===== src/rtl/idle_watchdog_pkg.sv =====
// Shared types and default constants for the alarm-clock idle watchdog.
package idle_watchdog_pkg;

    localparam int DEF_CNT_W    = 8;
    localparam int DEF_WARN_SEC = 5;

    typedef enum logic [1:0] {
        ST_DISARMED = 2'd0,
        ST_COUNTING = 2'd1,
        ST_WARNING  = 2'd2,
        ST_EXPIRED  = 2'd3
    } wdState_e;

endpackage : idle_watchdog_pkg


===== src/rtl/idle_watchdog_if.sv =====
// Control and status bundle between the button/tick logic and the idle watchdog.
interface idle_watchdog_if #(
    parameter int CNT_W = idle_watchdog_pkg::DEF_CNT_W
);
    logic             tick;
    logic             activity;
    logic             arm;
    logic [CNT_W-1:0] timeout_sec;
    logic [CNT_W-1:0] idle_secs;
    logic [CNT_W-1:0] remaining;
    logic             warn;
    logic             timeout;
    logic             timeout_pulse;

    modport master (
        output tick, activity, arm, timeout_sec,
        input  idle_secs, remaining, warn, timeout, timeout_pulse
    );

    modport slave (
        input  tick, activity, arm, timeout_sec,
        output idle_secs, remaining, warn, timeout, timeout_pulse
    );
endinterface : idle_watchdog_if


===== src/rtl/idle_sec_counter.sv =====
// Idle-seconds up-counter: synchronous clear wins, increments saturate at the compare value.
module idle_sec_counter #(
    parameter int CNT_W = 8
) (
    input  logic             clk,
    input  logic             rst_n,
    input  logic             clr,
    input  logic             inc,
    input  logic [CNT_W-1:0] limit,
    output logic [CNT_W-1:0] count,
    output logic             atLimit
);

    logic [CNT_W-1:0] countR;

    // Count register: clear has priority, increment only below the limit.
    always_ff @(posedge clk or negedge rst_n) begin
        if (!rst_n) begin
            countR <= {CNT_W{1'b0}};
        end else if (clr) begin
            countR <= {CNT_W{1'b0}};
        end else if (inc && (countR != limit)) begin
            countR <= countR + {{(CNT_W-1){1'b0}}, 1'b1};
        end else begin
            countR <= countR;
        end
    end

    assign count   = countR;
    assign atLimit = (countR == limit);

endmodule : idle_sec_counter


===== src/rtl/idle_watchdog.sv =====
// Idle watchdog: counts seconds without button activity and flags warning/timeout.
module idle_watchdog
    import idle_watchdog_pkg::*;
#(
    parameter int CNT_W    = DEF_CNT_W,
    parameter int WARN_SEC = DEF_WARN_SEC
) (
    input  logic          clk,
    input  logic          rst_n,
    idle_watchdog_if.slave bus
);

    localparam logic [CNT_W-1:0] WARN_LIM = CNT_W'(WARN_SEC);
    localparam logic [CNT_W-1:0] ONE      = {{(CNT_W-1){1'b0}}, 1'b1};

    wdState_e         state;
    wdState_e         nextState;
    wdState_e         restartState;
    logic [CNT_W-1:0] limitReg;
    logic [CNT_W-1:0] idleCnt;
    logic [CNT_W-1:0] newIdle;
    logic [CNT_W-1:0] newRem;
    logic             atLimit;
    logic             cntClr;
    logic             cntInc;
    logic             limitLoad;
    logic             limitClr;
    logic             warnReg;
    logic             timeoutReg;
    logic             pulseReg;
    logic             warnNext;
    logic             timeoutNext;
    logic             pulseNext;

    idle_sec_counter #(
        .CNT_W (CNT_W)
    ) u_counter (
        .clk     (clk),
        .rst_n   (rst_n),
        .clr     (cntClr),
        .inc     (cntInc),
        .limit   (limitReg),
        .count   (idleCnt),
        .atLimit (atLimit)
    );

    // Latched limit: cleared whenever disarmed, loaded only on the arming cycle.
    always_ff @(posedge clk or negedge rst_n) begin
        if (!rst_n) begin
            limitReg <= {CNT_W{1'b0}};
        end else if (limitClr) begin
            limitReg <= {CNT_W{1'b0}};
        end else if (limitLoad) begin
            limitReg <= bus.timeout_sec;
        end else begin
            limitReg <= limitReg;
        end
    end

    // State register together with the registered status flags.
    always_ff @(posedge clk or negedge rst_n) begin
        if (!rst_n) begin
            state      <= ST_DISARMED;
            warnReg    <= 1'b0;
            timeoutReg <= 1'b0;
            pulseReg   <= 1'b0;
        end else begin
            state      <= nextState;
            warnReg    <= warnNext;
            timeoutReg <= timeoutNext;
            pulseReg   <= pulseNext;
        end
    end

    // Next-state logic; arm=0 dominates, then activity, then tick.
    always_comb begin
        nextState    = state;
        cntClr       = 1'b0;
        cntInc       = 1'b0;
        limitLoad    = 1'b0;
        limitClr     = 1'b0;
        newIdle      = idleCnt + ONE;
        newRem       = limitReg - newIdle;
        restartState = (limitReg <= WARN_LIM) ? ST_WARNING : ST_COUNTING;
        if (!bus.arm) begin
            nextState = ST_DISARMED;
            cntClr    = 1'b1;
            limitClr  = 1'b1;
        end else begin
            case (state)
                ST_DISARMED: begin
                    cntClr = 1'b1;
                    // A zero limit keeps the watchdog disabled even while armed.
                    if (bus.timeout_sec != {CNT_W{1'b0}}) begin
                        limitLoad = 1'b1;
                        nextState = (bus.timeout_sec <= WARN_LIM) ? ST_WARNING : ST_COUNTING;
                    end else begin
                        limitClr  = 1'b1;
                        nextState = ST_DISARMED;
                    end
                end
                ST_COUNTING, ST_WARNING: begin
                    if (bus.activity) begin
                        cntClr    = 1'b1;
                        nextState = restartState;
                    end else if (bus.tick && !atLimit) begin
                        cntInc = 1'b1;
                        if (newIdle == limitReg) begin
                            nextState = ST_EXPIRED;
                        end else if (newRem <= WARN_LIM) begin
                            nextState = ST_WARNING;
                        end else begin
                            nextState = state;
                        end
                    end else begin
                        nextState = state;
                    end
                end
                ST_EXPIRED: begin
                    if (bus.activity) begin
                        cntClr    = 1'b1;
                        nextState = restartState;
                    end else begin
                        nextState = ST_EXPIRED;
                    end
                end
                default: begin
                    nextState = ST_DISARMED;
                    cntClr    = 1'b1;
                    limitClr  = 1'b1;
                end
            endcase
        end
    end

    // Output decode of the upcoming state, registered alongside it.
    always_comb begin
        warnNext    = 1'b0;
        timeoutNext = 1'b0;
        pulseNext   = 1'b0;
        case (nextState)
            ST_WARNING: begin
                warnNext = 1'b1;
            end
            ST_EXPIRED: begin
                timeoutNext = 1'b1;
                pulseNext   = (state != ST_EXPIRED);
            end
            ST_DISARMED, ST_COUNTING: begin
                warnNext    = 1'b0;
                timeoutNext = 1'b0;
            end
            default: begin
                warnNext    = 1'b0;
                timeoutNext = 1'b0;
                pulseNext   = 1'b0;
            end
        endcase
    end

    assign bus.idle_secs     = idleCnt;
    assign bus.remaining     = limitReg - idleCnt;
    assign bus.warn          = warnReg;
    assign bus.timeout       = timeoutReg;
    assign bus.timeout_pulse = pulseReg;

endmodule : idle_watchdog


===== src/flat_wrapper.sv =====
// flat-port wrapper written by rule: the top's interface ports become plain ports
module idle_watchdog_flat import idle_watchdog_pkg::*;
#(
    parameter int CNT_W    = DEF_CNT_W,
    parameter int WARN_SEC = DEF_WARN_SEC
)
  (clk, rst_n, bus_tick, bus_activity, bus_arm, bus_timeout_sec, bus_idle_secs, bus_remaining, bus_warn, bus_timeout, bus_timeout_pulse);
  idle_watchdog_if #(.CNT_W(CNT_W)) bus_i ();
  input  logic clk;
  input  logic rst_n;
  input wire logic [$bits(bus_i.tick)-1:0] bus_tick;
  input wire logic [$bits(bus_i.activity)-1:0] bus_activity;
  input wire logic [$bits(bus_i.arm)-1:0] bus_arm;
  input wire logic [$bits(bus_i.timeout_sec)-1:0] bus_timeout_sec;
  output wire logic [$bits(bus_i.idle_secs)-1:0] bus_idle_secs;
  output wire logic [$bits(bus_i.remaining)-1:0] bus_remaining;
  output wire logic [$bits(bus_i.warn)-1:0] bus_warn;
  output wire logic [$bits(bus_i.timeout)-1:0] bus_timeout;
  output wire logic [$bits(bus_i.timeout_pulse)-1:0] bus_timeout_pulse;
  assign bus_i.tick = bus_tick;
  assign bus_i.activity = bus_activity;
  assign bus_i.arm = bus_arm;
  assign bus_i.timeout_sec = bus_timeout_sec;
  assign bus_idle_secs = bus_i.idle_secs;
  assign bus_remaining = bus_i.remaining;
  assign bus_warn = bus_i.warn;
  assign bus_timeout = bus_i.timeout;
  assign bus_timeout_pulse = bus_i.timeout_pulse;
  idle_watchdog #(.CNT_W(CNT_W), .WARN_SEC(WARN_SEC)) u_core (.clk(clk), .rst_n(rst_n), .bus(bus_i));
endmodule

===== config.mk =====
export PLATFORM = sky130hd
export DESIGN_NAME = idle_watchdog_flat
export DESIGN_NICKNAME = d
export VERILOG_FILES = /design/src/rtl/idle_watchdog_pkg.sv /design/src/rtl/idle_watchdog_if.sv /design/src/rtl/idle_sec_counter.sv /design/src/rtl/idle_watchdog.sv /design/src/flat_wrapper.sv
export SDC_FILE = /design/constraint.sdc
export NUM_CORES = 1
export LEC_CHECK = 0
export ABC_AREA = 1
export ABC_CLOCK_PERIOD_IN_PS = 5200
export BUFFER_PORTS_ARGS = -buffer_cell sky130_fd_sc_hd__buf_2
export CORE_MARGIN = 3
export CORE_UTILIZATION = 45
export CTS_BUF_LIST = sky130_fd_sc_hd__clkbuf_16
export CTS_CLUSTER_DIAMETER = 40
export CTS_CLUSTER_SIZE = 25
export DETAILED_ROUTE_END_ITERATION = 7
export PLACE_DENSITY = 0.73
export SLEW_MARGIN = 20
export SYNTH_ARGS = -nofsm -noshare
export SYNTH_HDL_FRONTEND = slang
export SYNTH_SLANG_ARGS = --single-unit
export TNS_END_PERCENT = 1

===== constraint.sdc =====
create_clock -name clk -period 5.2 [get_ports clk]
set_clock_uncertainty 0.1 [all_clocks]
set_input_delay 0.78 -clock clk [delete_from_list [all_inputs] [get_ports clk]]
set_output_delay 0.78 -clock clk [all_outputs]
set_load 0.05 [all_outputs]

== Word-level counts from Yosys, hierarchy flattened ==
Cells that the tools add are included.
Word-level totals
  bits in read-only memories: 0
  bits in registers: 21
  bits in writable memories: 0
  output and inout port bits: 19
  input bits: 13
  memories: 0
  word-level logic and storage cells: 60
  latch bits: 0
Operators by class
  multipliers: 0
  div/mod/pow operators: 0
  eq/ne operators: 9
  bitwise operators: 0
  add/subtract/negate cells: 3
  magnitude comparators: 3
  reduce and logical (&&, ||, !) cells: 9
  muxes and demuxes: 30
  shift operators: 0
Operators with widths (count)
  8-bit 2-to-1 mux: 4
  8-bit by 3-bit <= comparator with 1-bit output, second input constant: 3
  2-bit 2-to-1 mux: 9
  8-bit equality test: 2
  8-bit subtractor: 2
  1-bit 2-to-1 mux: 15
  8-bit by 1-bit adder with 8-bit output, second input constant: 1
  2-bit equality test, second input constant: 4
  8-bit != test: 1
  8-bit nonzero test: 1
  2-bit one-hot mux with 3 select lines: 1
  2-bit nonzero test: 2
  3-bit OR reduction: 1
  2-bit by 1-bit equality test with 1-bit output, second input constant: 1
  1-bit logical AND: 2
  2-bit logical NOT: 1
  2-bit != test, second input constant: 1
  1-bit one-hot mux with 2 select lines: 1
  2-bit OR reduction: 1
  1-bit logical NOT: 1

== Longest topological paths before layout ==
  depth in word-level cells: 11
  depth in mapped cells: 20
  mapped depth without buffers: 20

== Cells and area by module ==
A second synthesis with hierarchy kept.
Second synthesis, totals
  cells, all modules: 337
  area, all modules: 2185.8 µm²
Modules (own cells, without submodules)
  idle_watchdog: cells each 233, instances 1, area an instance 1534.0 µm², seq. area each 325.3 µm²
  idle_sec_counter: cells each 104, instances 1, area an instance 651.9 µm², seq. area each 200.2 µm²

== Least setup slack after synthesis ==
OpenSTA, ideal clock, no wires.
  path kind: register to output
  from: register u_core.u_counter.countR[2] (netlist: u_core.u_counter.count[2])
  to: output port bus_remaining[7]
  buffers on the path: 0
  cell stages (with the launch flop): 11
  setup slack: 1.557 ns
  data arrival time: 2.763 ns
  required time: 4.320 ns
  cell sequence: dfrtp_1 -> inv_2 -> ha_1 -> a21oi_1 -> o21ai_0 -> a21oi_1 -> nor2_1 -> nor2_1 -> o21ai_0 -> a21oi_1 -> xor2_1
Between the ends
  word-level cells in the longest chain between the ends: 1
Ends and longest elaborated chain
  start: declaration: RTL line idle_sec_counter.sv:14  | logic [CNT_W-1:0] countR;
  start signal: assignment: RTL line idle_sec_counter.sv:19  | countR <= {CNT_W{1'b0}};
  start signal: assignment: RTL line idle_sec_counter.sv:21  | countR <= {CNT_W{1'b0}};
  start signal: assignment: RTL line idle_sec_counter.sv:23  | countR <= countR + {{(CNT_W-1){1'b0}}, 1'b1};
  8-bit subtractor: RTL line idle_watchdog.sv:162  | assign bus.remaining = limitReg - idleCnt;
  end: declaration: RTL line flat_wrapper.sv:16  | output wire logic [$bits(bus_i.remaining)-1:0] bus_remaining;
Every way passes these cells.

== Final worst setup path ==
Same ends and word-level chain as after synthesis.

==> results.tsv <==
metric	value	unit
rsz0062_at_grt	no	
ios	32	
slew_viol_final	0	
syn_nets	285	
gp_congestion	0.928	
finalHoldViolations	0	
firstDrtPassIters	4	
multi_input_area	1080	um2
rows	22	
p_leak	1.13	nW
regArea	526	um2
cts-root-buf	clkbuf_16	
cts_tree	built	
place_inst	335	
placedInstanceArea	2000	um2
vias	1757	
crit_top_cell	a21oi_1	
cts_resized	0	
critPathSlowestCell	dfrtp_1	
area_delta_synth_final	16.0	%
required	4320	ps
synth_area_leader_cell	dfrtp_1	
path_cells	inv_2 > ha_1 > a21oi_1 > o21ai_0 > a21oi_1 > nor2_1 > nor2_1 > o21ai_0 > a21oi_1 > xor2_1 > buf_2	
crit_fanout	7	
insertion_delay	250	ps
dp_hpwl	3440	um
dieWidth	69.1	um
grt_pass1_vias	1644	
numPortBuffers	31	
syn_area	1790	um2
ys_ff_latch	21	
setup_tns	0	ps
grt_pass1_wl	7270	um
ir_drop	0.000206	V
startpoint_type	flip-flop	
synth_top_area_share	0.293	
drt-total-wl	4280	um
maxCapViolCount	0	
synth_commonest_cells	53 x nand2_1, 47 x inv_1, 33 x nand3_1	
start_util	0.479	
yosys_warnings	0	
r2r_cells	18	
synth-async-reset-ratio	1.00	
hold_path.class	primary input to async pin	
grt_overflow	0	
fill_cells	365	
worst_setup_path_end_kind	primary output	
grtUsageTotal	0.184	
power_density	525	nW/um2
postCtsHoldBufs	0	
numCtsBuffers	3	
power	1.09	mW
vias_per_cell	5.18	
core	3740	um2
design_area	2080	um2
synth-main-ff-cell	dfrtp_1	
cts_sinks	21	
postCtsSetupRepairBufs	0	
slowest_delay	490	ps
min_period	3390	ps
drtAntennaViolNets	0	
antenna-diode-count	0	
nets	320	
fmax	295	MHz
slew_headroom	0.670	
synth-edff-count	0	
syn_avg_cell_area	6.98	um2
drt-wirelength-per-cell	12.6	um
crit_type	flip-flop to primary output	
antenna_found_initial	0	
htree_levels	1	
yosys-top-cells-area	dfrtp_1 29%, nand2_1 11%, inv_1 9.8%	
fin_crit_sh	0.652	
cp.arrival	2510	ps
drc_errors	0	
path_clk_slew	60	ps
syn_inst	257	
grt_start_max_net_pins	22	
yosysSeqAreaShare	0.293	
clk_path_buf_depth	2	
worstMarginPinSlew	494	ps
die_y	69.1	um
fp.dieArea	4780	um2
setup_viol	0	
fin_cells	339	
yosysMostFrequentCell	nand2_1	
first_iter_violations	110	
drive_gt1_frac	0.179	
synth.distinct_cells	30	
outcome	completed	
[kinds of logic (layout without fill, tap and decap cells)]
group,Yosys count,after routing,synth area share
and+or+nand+nor,131,131,0.339
buffers and inverters,50,84,0.107
AOI/OAI and AO/OA,32,32,0.109
DFF,21,21,0.293
adders and majority gates,15,15,0.113
xor gates and xnor gates,8,8,0.0391
[flip-flops by register name, indices dropped and copies added, names as in the netlist]
name and cells:
u_core.state 2, u_core.limitReg 8, u_core.bus.warn 1, u_core.bus.timeout_pulse 1, u_core.u_counter.count 8, u_core.bus.timeout 1
[critical path, delay by kind of cell (launching register included)]
family                     cells  cell delay [ps]
AOI/OAI and AO/OA              5              700
xor gates and xnor gates       1              140
adders and majority gates      1              370
buffers and inverters          2              360
DFF                            1              490
and+or+nand+nor                2              190
[routing by layer]
layer | GRT usage | part of all wire | vias up | wire (um)
li1 | - | - | 902 | -
met5 | 0 | 0 | - | 0
met4 | 0.0694 | 0.022 | 0 | 93
met1 | 0.252 | 0.48 | 784 | 2040
met3 | 0.0204 | 0.057 | 12 | 243
met2 | 0.298 | 0.44 | 59 | 1900
[path summary, 6_finish.rpt]
check	startpoint	endpoint	slack [ps]
setup reg to reg	u_core.u_counter.count[1]	u_core.bus.warn	2440
max in group asynchronous	rst_n	u_core.u_counter.count[0]	4270
hold / removal	rst_n	u_core.limitReg[0]	390
hold reg to reg	u_core.limitReg[0]	u_core.limitReg[0]	490
setup / recovery	u_core.u_counter.count[2]	bus_remaining[7]	1810
min in group clk	u_core.limitReg[0]	u_core.limitReg[0]	490
[cell type report]
| class | count | share of cell area |
|---|---|---|
| clock inverters | 1 | 0.00181 |
| flip-flops and latches | 21 | 0.253 |
| multi-input cells | 186 | 0.517 |
| repair buffers | 31 | 0.0746 |
| inverters | 49 | 0.0884 |
| clock buffers | 3 | 0.0361 |
| well taps | 48 | 0.0289 |
[layout by cell type, fill, tap and decap left out, drive strengths merged]
cell and instances:
fa 2, nand3b 1, o21ai 15, nor3 2, a21boi 1, o211ai 1, a211oi 1, dfrtp 21
xor2 7, a21oi 6, a221oi 1, nand4 4, o2bb2ai 1, ha 13, nor4 1, inv 50
clkbuf 3, o21bai 1, o22ai 5, xnor2 1, nand2 61, nor2 24, nor3b 1, buf 31
nand3 37
[where the power goes]
part / internal (mW) / total, mW / leakage, nW / switching [mW]
logic: 0.202 / 0.702 / 0.801 / 0.500
clock network: 0.103 / 0.162 / 0.0423 / 0.0598
registers: 0.196 / 0.228 / 0.285 / 0.0323
[through the flow]
step	setup WS (ps)	util	hold slack, ps
2_1_floorplan	1560	-	384
3_3_place_gp	2160	0.534	459
3_5_place_dp	2090	0.534	474
4_1_cts	1820	0.555	404
5_1_grt	1500	0.555	427
6_report	1810	0.555	386
No activity file was read; power rests on OpenSTA's default activity.
